`config.mk`:
```
export PLATFORM = sky130hd
export DESIGN_NAME = reg_wb_queue
export DESIGN_NICKNAME = d
export VERILOG_FILES = /design/src/rtl/reg_wb_queue.sv
export SDC_FILE = /design/constraint.sdc
export NUM_CORES = 1
export LEC_CHECK = 0
export ABC_AREA = 0
export CELL_PAD_IN_SITES_DETAIL_PLACEMENT = 1
export CELL_PAD_IN_SITES_GLOBAL_PLACEMENT = 1
export CORE_MARGIN = 2
export CORE_UTILIZATION = 49
export CTS_BUF_LIST = sky130_fd_sc_hd__clkbuf_8
export CTS_CLUSTER_DIAMETER = 50
export DETAILED_ROUTE_END_ITERATION = 16
export PLACE_DENSITY_LB_ADDON = 0.2
export SYNTH_ARGS = -nofsm -noshare
export SYNTH_HDL_FRONTEND = slang
export SYNTH_SLANG_ARGS = --single-unit
export TNS_END_PERCENT = 50
```
`constraint.sdc`:
```
create_clock -name clk -period 8.6 [get_ports clk]
set_input_delay 2.15 -clock clk [delete_from_list [all_inputs] [get_ports clk]]
set_output_delay 2.15 -clock clk [all_outputs]
set_load 0.02 [all_outputs]
```
`src/rtl/reg_wb_queue.sv`:
```
// In-order write-back queue feeding the register file write port, with two forwarding lookups.
// Optional drop counter for writes to r0/r15 is enabled by defining REG_WB_DROP_STATS_EN.
module reg_wb_queue #(
    parameter int DEPTH  = 4,
    parameter int ADDR_W = 4,
    parameter int DATA_W = 32
) (
    input  logic                       clk,
    input  logic                       rst,
    input  logic                       in_valid,
    output logic                       in_ready,
    input  logic [ADDR_W-1:0]          in_addr,
    input  logic [DATA_W-1:0]          in_data,
    input  logic                       stall,
    input  logic                       flush,
    output logic                       w,
    output logic [ADDR_W-1:0]          dr_addr,
    output logic [DATA_W-1:0]          d_in,
    input  logic [ADDR_W-1:0]          fwd1_addr,
    output logic                       fwd1_hit,
    output logic [DATA_W-1:0]          fwd1_data,
    input  logic [ADDR_W-1:0]          fwd2_addr,
    output logic                       fwd2_hit,
    output logic [DATA_W-1:0]          fwd2_data,
`ifdef REG_WB_DROP_STATS_EN
    output logic [7:0]                 drop_cnt,
`endif
    output logic [$clog2(DEPTH):0]     count,
    output logic                       empty
);

    localparam int PTR_W = $clog2(DEPTH);
    localparam int CNT_W = PTR_W + 1;

    logic [ADDR_W-1:0] r_addr [DEPTH];
    logic [DATA_W-1:0] r_data [DEPTH];
    logic [PTR_W-1:0]  r_head;
    logic [PTR_W-1:0]  r_tail;
    logic [CNT_W-1:0]  r_count;

    logic              w_accept;
    logic              w_read_only;
    logic              w_push;
    logic              w_pop;
    logic [PTR_W-1:0]  w_idx;

    // r0 is the zero register and r15 (all ones) holds the core ID; neither is writable.
    assign w_read_only = (in_addr == '0) || (&in_addr);
    assign in_ready    = (r_count < CNT_W'(DEPTH)) && !flush;
    assign w_accept    = in_valid && in_ready;
    assign w_push      = w_accept && !w_read_only;

    assign empty   = (r_count == '0);
    assign count   = r_count;
    assign w       = !empty && !stall && !flush;
    assign w_pop   = w;
    assign dr_addr = empty ? '0 : r_addr[r_head];
    assign d_in    = empty ? '0 : r_data[r_head];

    // NOTE: the queue storage is reset explicitly so a stale head never leaks onto the write port.
    always_ff @(posedge clk or posedge rst) begin
        if (rst) begin
            r_head  <= '0;
            r_tail  <= '0;
            r_count <= '0;
            for (int i = 0; i < DEPTH; i++) begin
                r_addr[i] <= '0;
                r_data[i] <= '0;
            end
        end else if (flush) begin
            r_head  <= '0;
            r_tail  <= '0;
            r_count <= '0;
        end else begin
            if (w_push) begin
                r_addr[r_tail] <= in_addr;
                r_data[r_tail] <= in_data;
                r_tail         <= r_tail + 1'b1;
            end
            if (w_pop) begin
                r_head <= r_head + 1'b1;
            end
            case ({w_push, w_pop})
                2'b10:   r_count <= r_count + 1'b1;
                2'b01:   r_count <= r_count - 1'b1;
                default: r_count <= r_count;
            endcase
        end
    end

    // Walk oldest to youngest so a later match overwrites an earlier one.
    // NOTE: every output of this block gets a default first, so no latch is inferred.
    always_comb begin
        fwd1_hit  = 1'b0;
        fwd1_data = '0;
        fwd2_hit  = 1'b0;
        fwd2_data = '0;
        w_idx     = '0;
        for (int i = 0; i < DEPTH; i++) begin
            w_idx = r_head + PTR_W'(i);
            if (CNT_W'(i) < r_count) begin
                if ((r_addr[w_idx] == fwd1_addr) && (fwd1_addr != '0) && !(&fwd1_addr)) begin
                    fwd1_hit  = 1'b1;
                    fwd1_data = r_data[w_idx];
                end
                if ((r_addr[w_idx] == fwd2_addr) && (fwd2_addr != '0) && !(&fwd2_addr)) begin
                    fwd2_hit  = 1'b1;
                    fwd2_data = r_data[w_idx];
                end
            end
        end
    end

`ifdef REG_WB_DROP_STATS_EN
    logic [7:0] r_drop_cnt;

    always_ff @(posedge clk or posedge rst) begin
        if (rst) begin
            r_drop_cnt <= '0;
        end else if (w_accept && w_read_only && (r_drop_cnt != 8'hFF)) begin
            r_drop_cnt <= r_drop_cnt + 8'd1;
        end
    end

    assign drop_cnt = r_drop_cnt;
`endif

endmodule
```
==> metrics.md, run 1 <==
| Metric | Value |
|---|---|
| Status | `complete, no violations` |
| Number of H-tree levels | `4` |
| Power share of the clock group | `between 10% and 20%` |
| Syn nets | `1094` |
| Clk pin slew, worst setup/hold paths | `approximately 80 ps` |
| Lkg Pwr | `between 4 and 5 nW` |
| Cell repeated most along the worst path | `clkdlybuf4s50_1` |
| Synth area leaders | `dfrtp_1 (33%), mux2i_1 (21%), mux2_2 (18%)` |
| Mux contribution to synthesized area | `approximately two fifths` |
| Row count | `55` |
| Max frequency | `approximately 0.13 GHz` |
| Worst-skew pair later-pin latency | `roughly 460 ps` |
| Setup crit start | `fwd2_addr[1]` |
| Gp weighted congestion | `0.870` |
| Worst r2r path cells | `5` |
| Hold path start | `r_data[32]$_DFFE_PP0P_` |
| Tcrit/Tclk final | `between 90% and 100%` |
| Area Growth Syn to Fin | `18.6%` |
| Final hold violations | `0` |
| All-layer global routing usage | `between 20% and 30%` |
| CP startpoint kind | `input pin` |
| Setup TNS | `0 ps` |
| Synth warnings | `0` |
| Starting Density | `approximately half` |
| Dpl hpwl | `approximately 22000 µm` |
| Clk root buf | `clkbuf_8` |
| WL/cell | `24.4 µm` |
| Initial antenna violation count | `3` |
| Mapped Cells | `1037` |
| Simple-gate area share of the yosys netlist | `roughly 4.9%` |
| CTS buffer count | `17` |
| Seq pwr share | `26.1%` |
| EDFF count, synth | `0` |
| Nets | `around 1200` |
| Overflow after GRT | `0` |
| Crit. End Element | `output pin` |
| CP arrival | `between 5000 and 6000 ps` |
| CTS hold repair buffers | `0` |
| FF-to-FF End | `r_data[66]$_DFFE_PP0P_` |
| Clk_skew | `8.36 ps` |
| Avg Inst Size Synth | `11.0 µm²` |
| Largest net degree at the start of global routing | `84` |
| Multi-input logic area | `~7100 µm²` |
| First-pass DRT Iterations | `5` |
| CP required | `around 6500 ps` |
| Slew HR | `about a quarter` |
| Post-synthesis adder-cell area fraction | `0.967%` |
| Seq. cell area | `3790 µm²` |
| Min Hold Slack | `between 500 and 600 ps` |
| Maxcap violations | `0` |
| CP endpoint | `fwd2_data[14]` |
| Die W | `approximately 160 µm` |
| Iter 0 DRT Violations | `approximately 470` |
| Layout cells sized above 1 | `a little under a quarter` |
| Power per cell area | `342 nW/µm²` |
| Synth Register Bits | `approximately 150` |
| Least-Margin Pin Slew | `approximately 1100 ps` |
| Mapped Area | `approximately 11000 µm²` |
| Final WL | `34900 µm` |
| Yosys cell types | `48` |
| Post-synth top area cell | `dfrtp_1` |
| CTS tree | `built` |
| Postcts setup bufs | `0` |
| Setup slack, reg-to-reg | `around 6000 ps` |
| Via count | `about 9300` |
| Xor/xnor share of the synthesized area | `3.15%` |
| Total die area | `24500 µm²` |
| Post-synthesis sequential area ratio | `33.2%` |
| Post-route minimum period | `7870 ps` |
| Drt drc | `0` |
| Max-slew violation count | `0` |
| RSZ-0062 raised after global routing | `false` |
| ANT nets after route | `0` |
| # fillers | `approximately 2400` |
| Gate power share | `between 50% and 60%` |
| CTS resizes | `0` |
| Critical path's largest stage delay | `around 880 ps` |
| # setup viols final | `0` |
| Via-to-Cell Ratio | `about 6.5` |
| Max Fanout on Critical Path | `32` |
| Critical path class | `input pin to output pin` |
| Core box area | `between 20000 and 25000 µm²` |
| P_sw | `2.00 mW` |
| CP cell instances | `clkdlybuf4s50_1 > or4_1 > nand2_1 > nand4b_1 > nor3_4 > nor2_4 > a221oi_1 > o22ai_1 > clkdlybuf4s50_1` |
| Cell Int Power | `2.62 mW` |
| Slowest stage cell, crit path | `nor2_4` |
| Post-synth ARST share | `100%` |
| CTS max path bufs | `2` |
| VDD IR-drop max | `about 0.00016 V` |
| Compound-Gate Fraction of Synth Area | `12.6%` |
| Global-route wire length before repair | `between 50000 and 60000 µm` |
| Net Sw Frac | `a little over two fifths` |
| Port Buffers | `156` |
| Top post-synthesis cells by count | `mux2i_1 (237), mux2_2 (181), dfrtp_1 (151), o21ai_0 (65), o22ai_1 (65)` |
| Hold crit path type | `flip-flop to flip-flop` |
| Post-synth top flop | `dfrtp_1` |
| Most frequent cell after synthesis | `mux2i_1` |
| TritonCTS sink count | `between 150 and 200` |
| Number of global-route vias before repair | `9863` |
| Die Ht | `approximately 160 µm` |
| Reg2Reg Launch Point | `count[2]$_DFFE_PP0P_` |
| Top Ports | `157` |
| Share of the synthesized area in the top cell type | `around a third` |
| Largest family of logic cells by synthesized area | `multiplexers` |
## critical path, delay by kind of cell
kind	cells	cell delay, ps
buffers and inverters	2	1220
AND/OR/NAND/NOR	5	1860
AO/OA/AOI/OAI	2	460
## final cells by class
type	count	share of cell area, %
inverter	7	0.232
sequential	151	28.0
multi-input combinational	781	52.8
timing repair buffer	174	12.6
antenna	1	0.0185
clock inverter	13	1.87
clock buffer	18	1.83
tap	285	2.64
## registers in the layout, indices dropped and copies added (netlist names)
name / cells
r_data: 128
r_addr: 16
count: 3
r_head: 2
r_tail: 2
## metrics by stage
stage          setup slack (ps)  cell area (µm²)  instances  util, %  power (mW)
2_1_floorplan              2390            11400       1037        -        3.02
3_3_place_gp                839            13000       1398     57.3        3.80
3_5_place_dp                776            13000       1398     57.3        3.90
4_1_cts                     753            13500       1429     59.5        4.62
5_1_grt                     537            13500       1429     59.5        4.87
6_report                    733            13500       1430     59.5        4.62
## power groups by stage
stage,combinational (mW),sequential (mW),clock [mW]
after detailed placement,2.69,1.21,0
after CTS,2.72,1.20,0.702
after floorplan,1.91,1.10,0
after global placement,2.62,1.18,0
final,2.73,1.21,0.691
after global routing,2.90,1.24,0.729
## routing by layer
metal / vias up / routed length, µm / track usage, %
met1: 4740 / 15300 / 37.1
met3: 61 / 1830 / 4.98
li1: 4168 / - / -
met4: 2 / 694 / 9.17
met2: 328 / 17100 / 48.9
met5: - / 16 / 0
## cell families after synthesis
family | Yosys count
xor+xnor | 41
compound gates | 206
mux | 431
buf+inv | 105
fa+ha+maj | 9
flops | 151
simple gates | 94
## how the worst min path moves through the flow
stage | to | slack (ps) | cells past startpoint
2_1_floorplan | r_data[63]$_DFFE_PP0P_ | 490 | 1
3_3_place_gp | r_data[37]$_DFFE_PP0P_ | 510 | 1
3_5_place_dp | r_data[7]$_DFFE_PP0P_ | 520 | 1
4_1_cts | r_data[30]$_DFFE_PP0P_ | 540 | 1
5_1_grt | r_data[32]$_DFFE_PP0P_ | 560 | 1
6_report | r_data[32]$_DFFE_PP0P_ | 530 | 1
## cell usage in the layout, fill, tap and decap left out, drive strengths merged, types with 3 or more instances in the layout
cell           instances
a21oi                  6
a221oi                64
and4                   3
buf                   18
bufinv                 7
clkbuf                18
clkdlybuf4s50        156
clkinvlp               4
dfrtp                151
ha                     8
inv                    8
mux2                 187
mux2i                239
mux4                   5
nand2                 11
nand3                  4
nand4                  8
nor2                  13
nor2b                 38
nor3                   5
nor3b                  3
o21ai                 66
o22ai                 65
or3                    3
or4                    3
xnor2                 26
xor2                  15
No activity file was read; power rests on OpenSTA's default activity.
==> run 2, diff against run 1 <==
--- a/config.mk
+++ b/config.mk
@@ -6,10 +6,8 @@
 export NUM_CORES = 1
 export LEC_CHECK = 0
 export ABC_AREA = 0
-export CELL_PAD_IN_SITES_DETAIL_PLACEMENT = 1
-export CELL_PAD_IN_SITES_GLOBAL_PLACEMENT = 1
 export CORE_MARGIN = 2
-export CORE_UTILIZATION = 49
+export CORE_UTILIZATION = 62
 export CTS_BUF_LIST = sky130_fd_sc_hd__clkbuf_8
 export CTS_CLUSTER_DIAMETER = 50
 export DETAILED_ROUTE_END_ITERATION = 16
==> run 2 against run 1 <==
Against the previous run:
- sequential power is essentially flat
- first-iteration DRC count is 61% higher
- critical path depth stayed put
- global-route usage is 2.4 points higher
- maximum frequency rose by 1.1%
- die area decreased by 20%
- clock skew increased by 2.8 ps
- count of clock-buffer cells in the layout rose by 1
- setup slack gained 87 ps
==> metrics.md, run 2 (same netlist as run 1, synthesis figures left out) <==
| Metric | Value |
|---|---|
| Clk pin slew, worst setup/hold paths | `80 ps (about the same)` |
| Critical path class | `input pin to output pin` |
| CTS hold repair buffers | `0 (unchanged)` |
| All-layer global routing usage | `31.0% (+2.4 points)` |
| Least-Margin Pin Slew | `1180 ps (+35.0 ps)` |
| CTS max path bufs | `2 (unchanged)` |
| WL/cell | `22.1 µm (-9.6%)` |
| Tcrit/Tclk final | `90.5% (-1.0 points)` |
| CTS tree | `built` |
| Area Growth Syn to Fin | `17.1%` |
| Max-slew violation count | `0 (unchanged)` |
| TritonCTS sink count | `151 (unchanged)` |
| Initial antenna violation count | `1 (-2)` |
| Clk_skew | `11.2 ps (+2.82 ps)` |
| Post-route minimum period | `7780 ps (-87.3 ps)` |
| Number of global-route vias before repair | `9429 (-4.4%)` |
| CP startpoint kind | `input pin` |
| Die Ht | `140 µm (-11%)` |
| Core box area | `18000 µm² (-21%)` |
| Commonest cells after routing, fill and taps aside | `mux2i_1 (237), mux2_2 (181), clkdlybuf4s50_1 (156)` |
| Seq pwr share | `26.9% (+0.8 points)` |
| ANT nets after route | `0 (unchanged)` |
| Via count | `9346 (+0.51%)` |
| Max frequency | `0.129 GHz (+1.1%)` |
| Row count | `49 (-11%)` |
| Power per cell area | `330 nW/µm² (-3.5%)` |
| Largest net degree at the start of global routing | `84 (unchanged)` |
| Cell Int Power | `2.49 mW (-5.1%)` |
| Final WL | `30300 µm (-13%)` |
| Gp weighted congestion | `0.872 (+0.24%)` |
| DP Area | `12900 µm² (-0.60%)` |
| Dpl hpwl | `19600 µm (-12%)` |
| Inst Count DP | `1341 (-4.1%)` |
| Crit. End Element | `output pin` |
| Hold crit path type | `flip-flop to flip-flop` |
| Final hold violations | `0 (unchanged)` |
| VDD IR-drop max | `0.000263 V (+64%)` |
| Net Sw Frac | `43.5% (+0.25 points)` |
| Status | `complete, no violations` |
| Starting Density | `63.4% (+13 points)` |
| Gate power share | `60.4% (+1.4 points)` |
| CTS buffer count | `17 (unchanged)` |
| Top Ports | `157 (unchanged)` |
| Lkg Pwr | `4.94 nW (-1.0%)` |
| # setup viols final | `0 (unchanged)` |
| Max Fanout on Critical Path | `32 (unchanged)` |
| Total die area | `19500 µm² (-20%)` |
| Die W | `140 µm (-11%)` |
| CP arrival | `5630 ps (-90 ps)` |
| Reg with most FFs | `r_data` |
| Power share of the clock group | `12.7% (-2.2 points)` |
| CTS resizes | `0 (unchanged)` |
| First-pass DRT Iterations | `7 (+2)` |
| Drt drc | `0 (unchanged)` |
| M1 GR Usage | `40.6% (+3.4 points)` |
| GR peak layer | `met2` |
| RSZ-0062 raised after global routing | `false` |
| Global-route wire length before repair | `48600 µm (-11%)` |
| Met3 Usage GRT | `6.68% (+1.7 points)` |
| Via-to-Cell Ratio | `6.80 (+4.6%)` |
| Nets | `1188 (-0.084%)` |
| Layout cells sized above 1 | `23.2% (+0.087 points)` |
| GRT met2 Usage | `51.8% (+3.0 points)` |
| Setup WS pre-CTS | `869 ps (+92.6 ps)` |
| Slew HR | `21.2% (-2.4 points)` |
| P_sw | `1.92 mW (-4.1%)` |
| Most common library cell in the layout ignoring fill and taps | `mux2i_1` |
| Fin cells | `1374 (-3.9%)` |
| Maxcap violations | `0 (unchanged)` |
| Postcts setup bufs | `0 (unchanged)` |
| Largest register FFs | `128 (unchanged)` |
| Clk root buf | `clkbuf_8` |
| CP required | `6450 ps (about the same)` |
| Setup TNS | `0 ps (unchanged)` |
| Final WS setup | `820 ps (+87.3 ps)` |
| Number of H-tree levels | `4 (unchanged)` |
| Worst-skew pair later-pin latency | `460 ps (about the same)` |
| Design Area, Final | `13300 µm² (-1.3%)` |
| Overflow after GRT | `0 (unchanged)` |
| Iter 0 DRT Violations | `753 (+61%)` |
| Port Buffers | `156 (unchanged)` |
## run 2: cell count changes in the layout (fill, tap and decap cells not counted)
cell and change:
inv_6 +2, clkinv_2 +1, inv_1 -1, buf_4 -1, bufinv_16 -5, clkinvlp_4 +1, clkinv_4 +2, clkbuf_8 +1
## run 2: cell type report
| cell class | instances | area [µm²] |
|---|---|---|
| clock inverter | 13 | 146 |
| antenna | 1 | 2.50 |
| fill | 1324 | 4620 |
| multi-input combinational | 781 | 7140 |
| sequential | 151 | 3790 |
| clock buffer | 19 | 262 |
| timing repair buffer | 173 | 1690 |
| tap | 229 | 287 |
| inverter | 7 | 31.3 |
## run 2: final timing paths
check	start	end	slack, ps	cells after the start
setup / recovery	fwd2_addr[1]	fwd2_data[21]	820	9
hold / removal	r_data[104]$_DFFE_PP0P_	r_data[104]$_DFFE_PP0P_	540	1
setup reg to reg	count[1]$_DFFE_PP0P_	count[1]$_DFFE_PP0P_	5690	7
hold reg to reg	r_data[104]$_DFFE_PP0P_	r_data[104]$_DFFE_PP0P_	540	1
max in group asynchronous	rst	r_data[11]$_DFFE_PP0P_	4940	3
min in group asynchronous	rst	r_data[57]$_DFFE_PP0P_	2150	2
## run 2: worst max-delay path, stage by stage
cell             delay [ps]
clkdlybuf4s50_1         570
or4_1                   580
nand2_1                 140
nand4b_1                180
nor3_4                   70
nor2_4                  840
a221oi_1                200
o22ai_1                 240
clkdlybuf4s50_1         650
## run 2: metal layers
| metal | routed length (µm) | part of all wire (%) |
|---|---|---|
| met1 | 12700 | 42 |
| met2 | 14700 | 49 |
| met3 | 2210 | 7.3 |
| met4 | 675 | 2.2 |
| met5 | 0 | 0 |
## run 2: power groups by stage
stage / registers, mW / logic [mW] / clock network (mW)
2_1_floorplan: 1.10 / 1.91 / 0
5_1_grt: 1.22 / 2.83 / 0.601
3_5_place_dp: 1.19 / 2.63 / 0
4_1_cts: 1.18 / 2.65 / 0.565
6_report: 1.19 / 2.66 / 0.558
3_3_place_gp: 1.16 / 2.58 / 0
## run 2: stage by stage
| step | util [%] | power, mW | hold slack [ps] |
|---|---|---|---|
| 4_1_cts | 74.3 | 4.39 | 535 |
| 3_5_place_dp | 72.0 | 3.82 | 517 |
| 3_3_place_gp | 72.0 | 3.74 | 508 |
| 5_1_grt | 74.3 | 4.65 | 546 |
| 6_report | 74.3 | 4.41 | 537 |
| 2_1_floorplan | - | 3.02 | 494 |
==> run 3, diff against run 2 <==
--- a/config.mk
+++ b/config.mk
@@ -11,6 +11,7 @@
 export CTS_BUF_LIST = sky130_fd_sc_hd__clkbuf_8
 export CTS_CLUSTER_DIAMETER = 50
 export DETAILED_ROUTE_END_ITERATION = 16
+export MAX_ROUTING_LAYER = met4
 export PLACE_DENSITY_LB_ADDON = 0.2
 export SYNTH_ARGS = -nofsm -noshare
 export SYNTH_HDL_FRONTEND = slang
==> run 3 against run 2 <==
Against the previous run:
- clock skew decreased by 0.72 ps
- highest routed layer unchanged
- final area unchanged
- total power about the same
- cell count unchanged
- core utilization unchanged
- register-to-register slack got worse by 20 ps
- critical path type unchanged
- critical path depth unchanged
- worst hold slack got worse by 0.72 ps
- non-clock buffer count unchanged
- combinational power about the same
- count of clock-buffer cells in the layout unchanged
==> metrics.md, run 3 (same netlist as run 1, synthesis figures left out) <==
| Metric | Value |
|---|---|
| Slew HR | `21.7% (+0.45 points)` |
| Max Fanout on Critical Path | `32 (unchanged)` |
| Port Buffers | `156 (unchanged)` |
| Tcrit/Tclk final | `90.5% (about the same)` |
| All-layer global routing usage | `32.0% (+0.99 points)` |
| # setup viols final | `0 (unchanged)` |
| CP startpoint kind | `input pin` |
| Post-route minimum period | `7780 ps (-0.385 ps)` |
| WL/cell | `22.2 µm (+0.51%)` |
| Via-to-Cell Ratio | `6.80 (about the same)` |
| Via count | `9343 (-0.032%)` |
| Area Growth Syn to Fin | `17.1% (unchanged)` |
| Total power | `4.41 mW (about the same)` |
| FF-to-FF End | `count[1]$_DFFE_PP0P_` |
| CP required | `6450 ps (about the same)` |
| Final WS setup | `820 ps (+0.385 ps)` |
| Largest register FFs | `128 (unchanged)` |
| Clk root buf | `clkbuf_8` |
| Drt drc | `0 (unchanged)` |
| Layout cells sized above 1 | `23.2% (unchanged)` |
| CTS hold repair buffers | `0 (unchanged)` |
| Net Sw Frac | `43.5% (about the same)` |
| Power per cell area | `331 nW/µm² (about the same)` |
| Reg with most FFs | `r_data` |
| Setup WS pre-CTS | `869 ps (unchanged)` |
| Max frequency | `0.129 GHz (about the same)` |
| Seq pwr share | `26.9% (about the same)` |
| Die W | `140 µm (unchanged)` |
| ANT nets after route | `0 (unchanged)` |
| Commonest cells after routing, fill and taps aside | `mux2i_1 (237), mux2_2 (181), clkdlybuf4s50_1 (156)` |
| RSZ-0062 raised after global routing | `false` |
| Crit. End Element | `output pin` |
| Top Ports | `157 (unchanged)` |
| Most common library cell in the layout ignoring fill and taps | `mux2i_1` |
| CTS buffer count | `17 (unchanged)` |
| Initial antenna violation count | `1 (unchanged)` |
| Status | `complete, no violations` |
| Final hold violations | `0 (unchanged)` |
| Gate power share | `60.5% (about the same)` |
| Die Ht | `140 µm (unchanged)` |
| Clk_skew | `10.5 ps (-0.715 ps)` |
| Lkg Pwr | `4.94 nW (unchanged)` |
| Number of H-tree levels | `4 (unchanged)` |
| Design Area, Final | `13300 µm² (unchanged)` |
| DP Area | `12900 µm² (unchanged)` |
| CP arrival | `5630 ps (about the same)` |
| Starting Density | `63.4% (unchanged)` |
| Setup slack, reg-to-reg | `5670 ps (-20 ps)` |
| Hold crit path type | `flip-flop to flip-flop` |
| P_sw | `1.92 mW (+0.13%)` |
| Gp weighted congestion | `0.886 (+1.6%)` |
| Critical path class | `input pin to output pin` |
| Cell Int Power | `2.49 mW (about the same)` |
| Worst min-delay path endpoint | `r_data[104]$_DFFE_PP0P_` |
| Overflow after GRT | `0 (unchanged)` |
| Hold path start | `r_data[104]$_DFFE_PP0P_` |
| Reg2Reg Launch Point | `count[1]$_DFFE_PP0P_` |
| Nets | `1188 (unchanged)` |
| TritonCTS sink count | `151 (unchanged)` |
| Largest net degree at the start of global routing | `84 (unchanged)` |
| Maxcap violations | `0 (unchanged)` |
| Total die area | `19500 µm² (unchanged)` |
| Max-slew violation count | `0 (unchanged)` |
| Global-route wire length before repair | `48700 µm (+0.17%)` |
| Dpl hpwl | `19600 µm (unchanged)` |
| Number of global-route vias before repair | `9417 (-0.13%)` |
| CTS max path bufs | `2 (unchanged)` |
| Core box area | `18000 µm² (unchanged)` |
| Worst hold path stage count | `1 (unchanged)` |
| Row count | `49 (unchanged)` |
| Clk pin slew, worst setup/hold paths | `80 ps (about the same)` |
| Least-Margin Pin Slew | `1170 ps (-6.70 ps)` |
| Worst-skew pair later-pin latency | `450 ps (about the same)` |
| Postcts setup bufs | `0 (unchanged)` |
| Iter 0 DRT Violations | `826 (+9.7%)` |
| Setup TNS | `0 ps (unchanged)` |
| First-pass DRT Iterations | `5 (-2)` |
| VDD IR-drop max | `0.000264 V (+0.46%)` |
| Power share of the clock group | `12.6% (about the same)` |
| Final WL | `30500 µm (+0.51%)` |
| CTS resizes | `0 (unchanged)` |
| CTS tree | `built` |
| Worst r2r path cells | `7 (unchanged)` |
-- run 3: cell counts in the layout (fill, tap and decap cells not counted) --
Identical to the previous run, type by type.
-- run 3: critical path, cell delays in order --
cell and delay, ps:
clkdlybuf4s50_1 560, or4_1 580, nand2_1 140, nand4b_1 180
nor3_4 70, nor2_4 840, a221oi_1 210, o22ai_1 240
clkdlybuf4s50_1 640
-- run 3: final cells by class --
cell class | instances | area [µm²]
Antenna cell | 1 | 2.50
Tap cell | 229 | 287
Sequential cell | 151 | 3790
Fill cell | 1324 | 4620
Multi-Input combinational cell | 781 | 7140
Clock buffer | 19 | 262
Inverter | 7 | 31.3
Timing Repair Buffer | 173 | 1690
Clock inverter | 13 | 146
-- run 3: power groups by stage --
stage	Clock [mW]	Sequential, mW	Combinational (mW)
after floorplan	0	1.10	1.91
after global placement	0	1.16	2.58
after detailed placement	0	1.19	2.63
after CTS	0.565	1.18	2.65
after global routing	0.601	1.22	2.84
final	0.557	1.18	2.67
-- run 3: worst max path at each step --
stage                 startpoint                    to  slack [ps]  cells past startpoint
floorplan                    rst  count[0]$_DFFE_PP0P_        2390                      1
global placement    fwd2_addr[0]         fwd2_data[31]         940                      9
detailed placement  fwd2_addr[1]         fwd2_data[31]         870                      9
CTS                 fwd2_addr[1]          fwd2_data[5]         870                      9
global route        fwd2_addr[1]          fwd2_data[5]         650                      9
finish              fwd2_addr[1]          fwd2_data[5]         820                      9
-- run 3: per-stage QoR --
stage	hold slack (ps)	utilization, %	cells
2_1_floorplan	494	-	1037
3_3_place_gp	508	72.0	1341
3_5_place_dp	517	72.0	1341
4_1_cts	535	74.3	1373
5_1_grt	546	74.3	1374
6_report	536	74.3	1374
-- run 3: layer usage --
metal	wire [µm]	GRT usage, %	vias to the layer above
li1	-	-	4154
met1	12700	40.9	4632
met2	14800	51.7	467
met3	2330	6.50	90
met4	706	10.1	0
met5	0	-	-
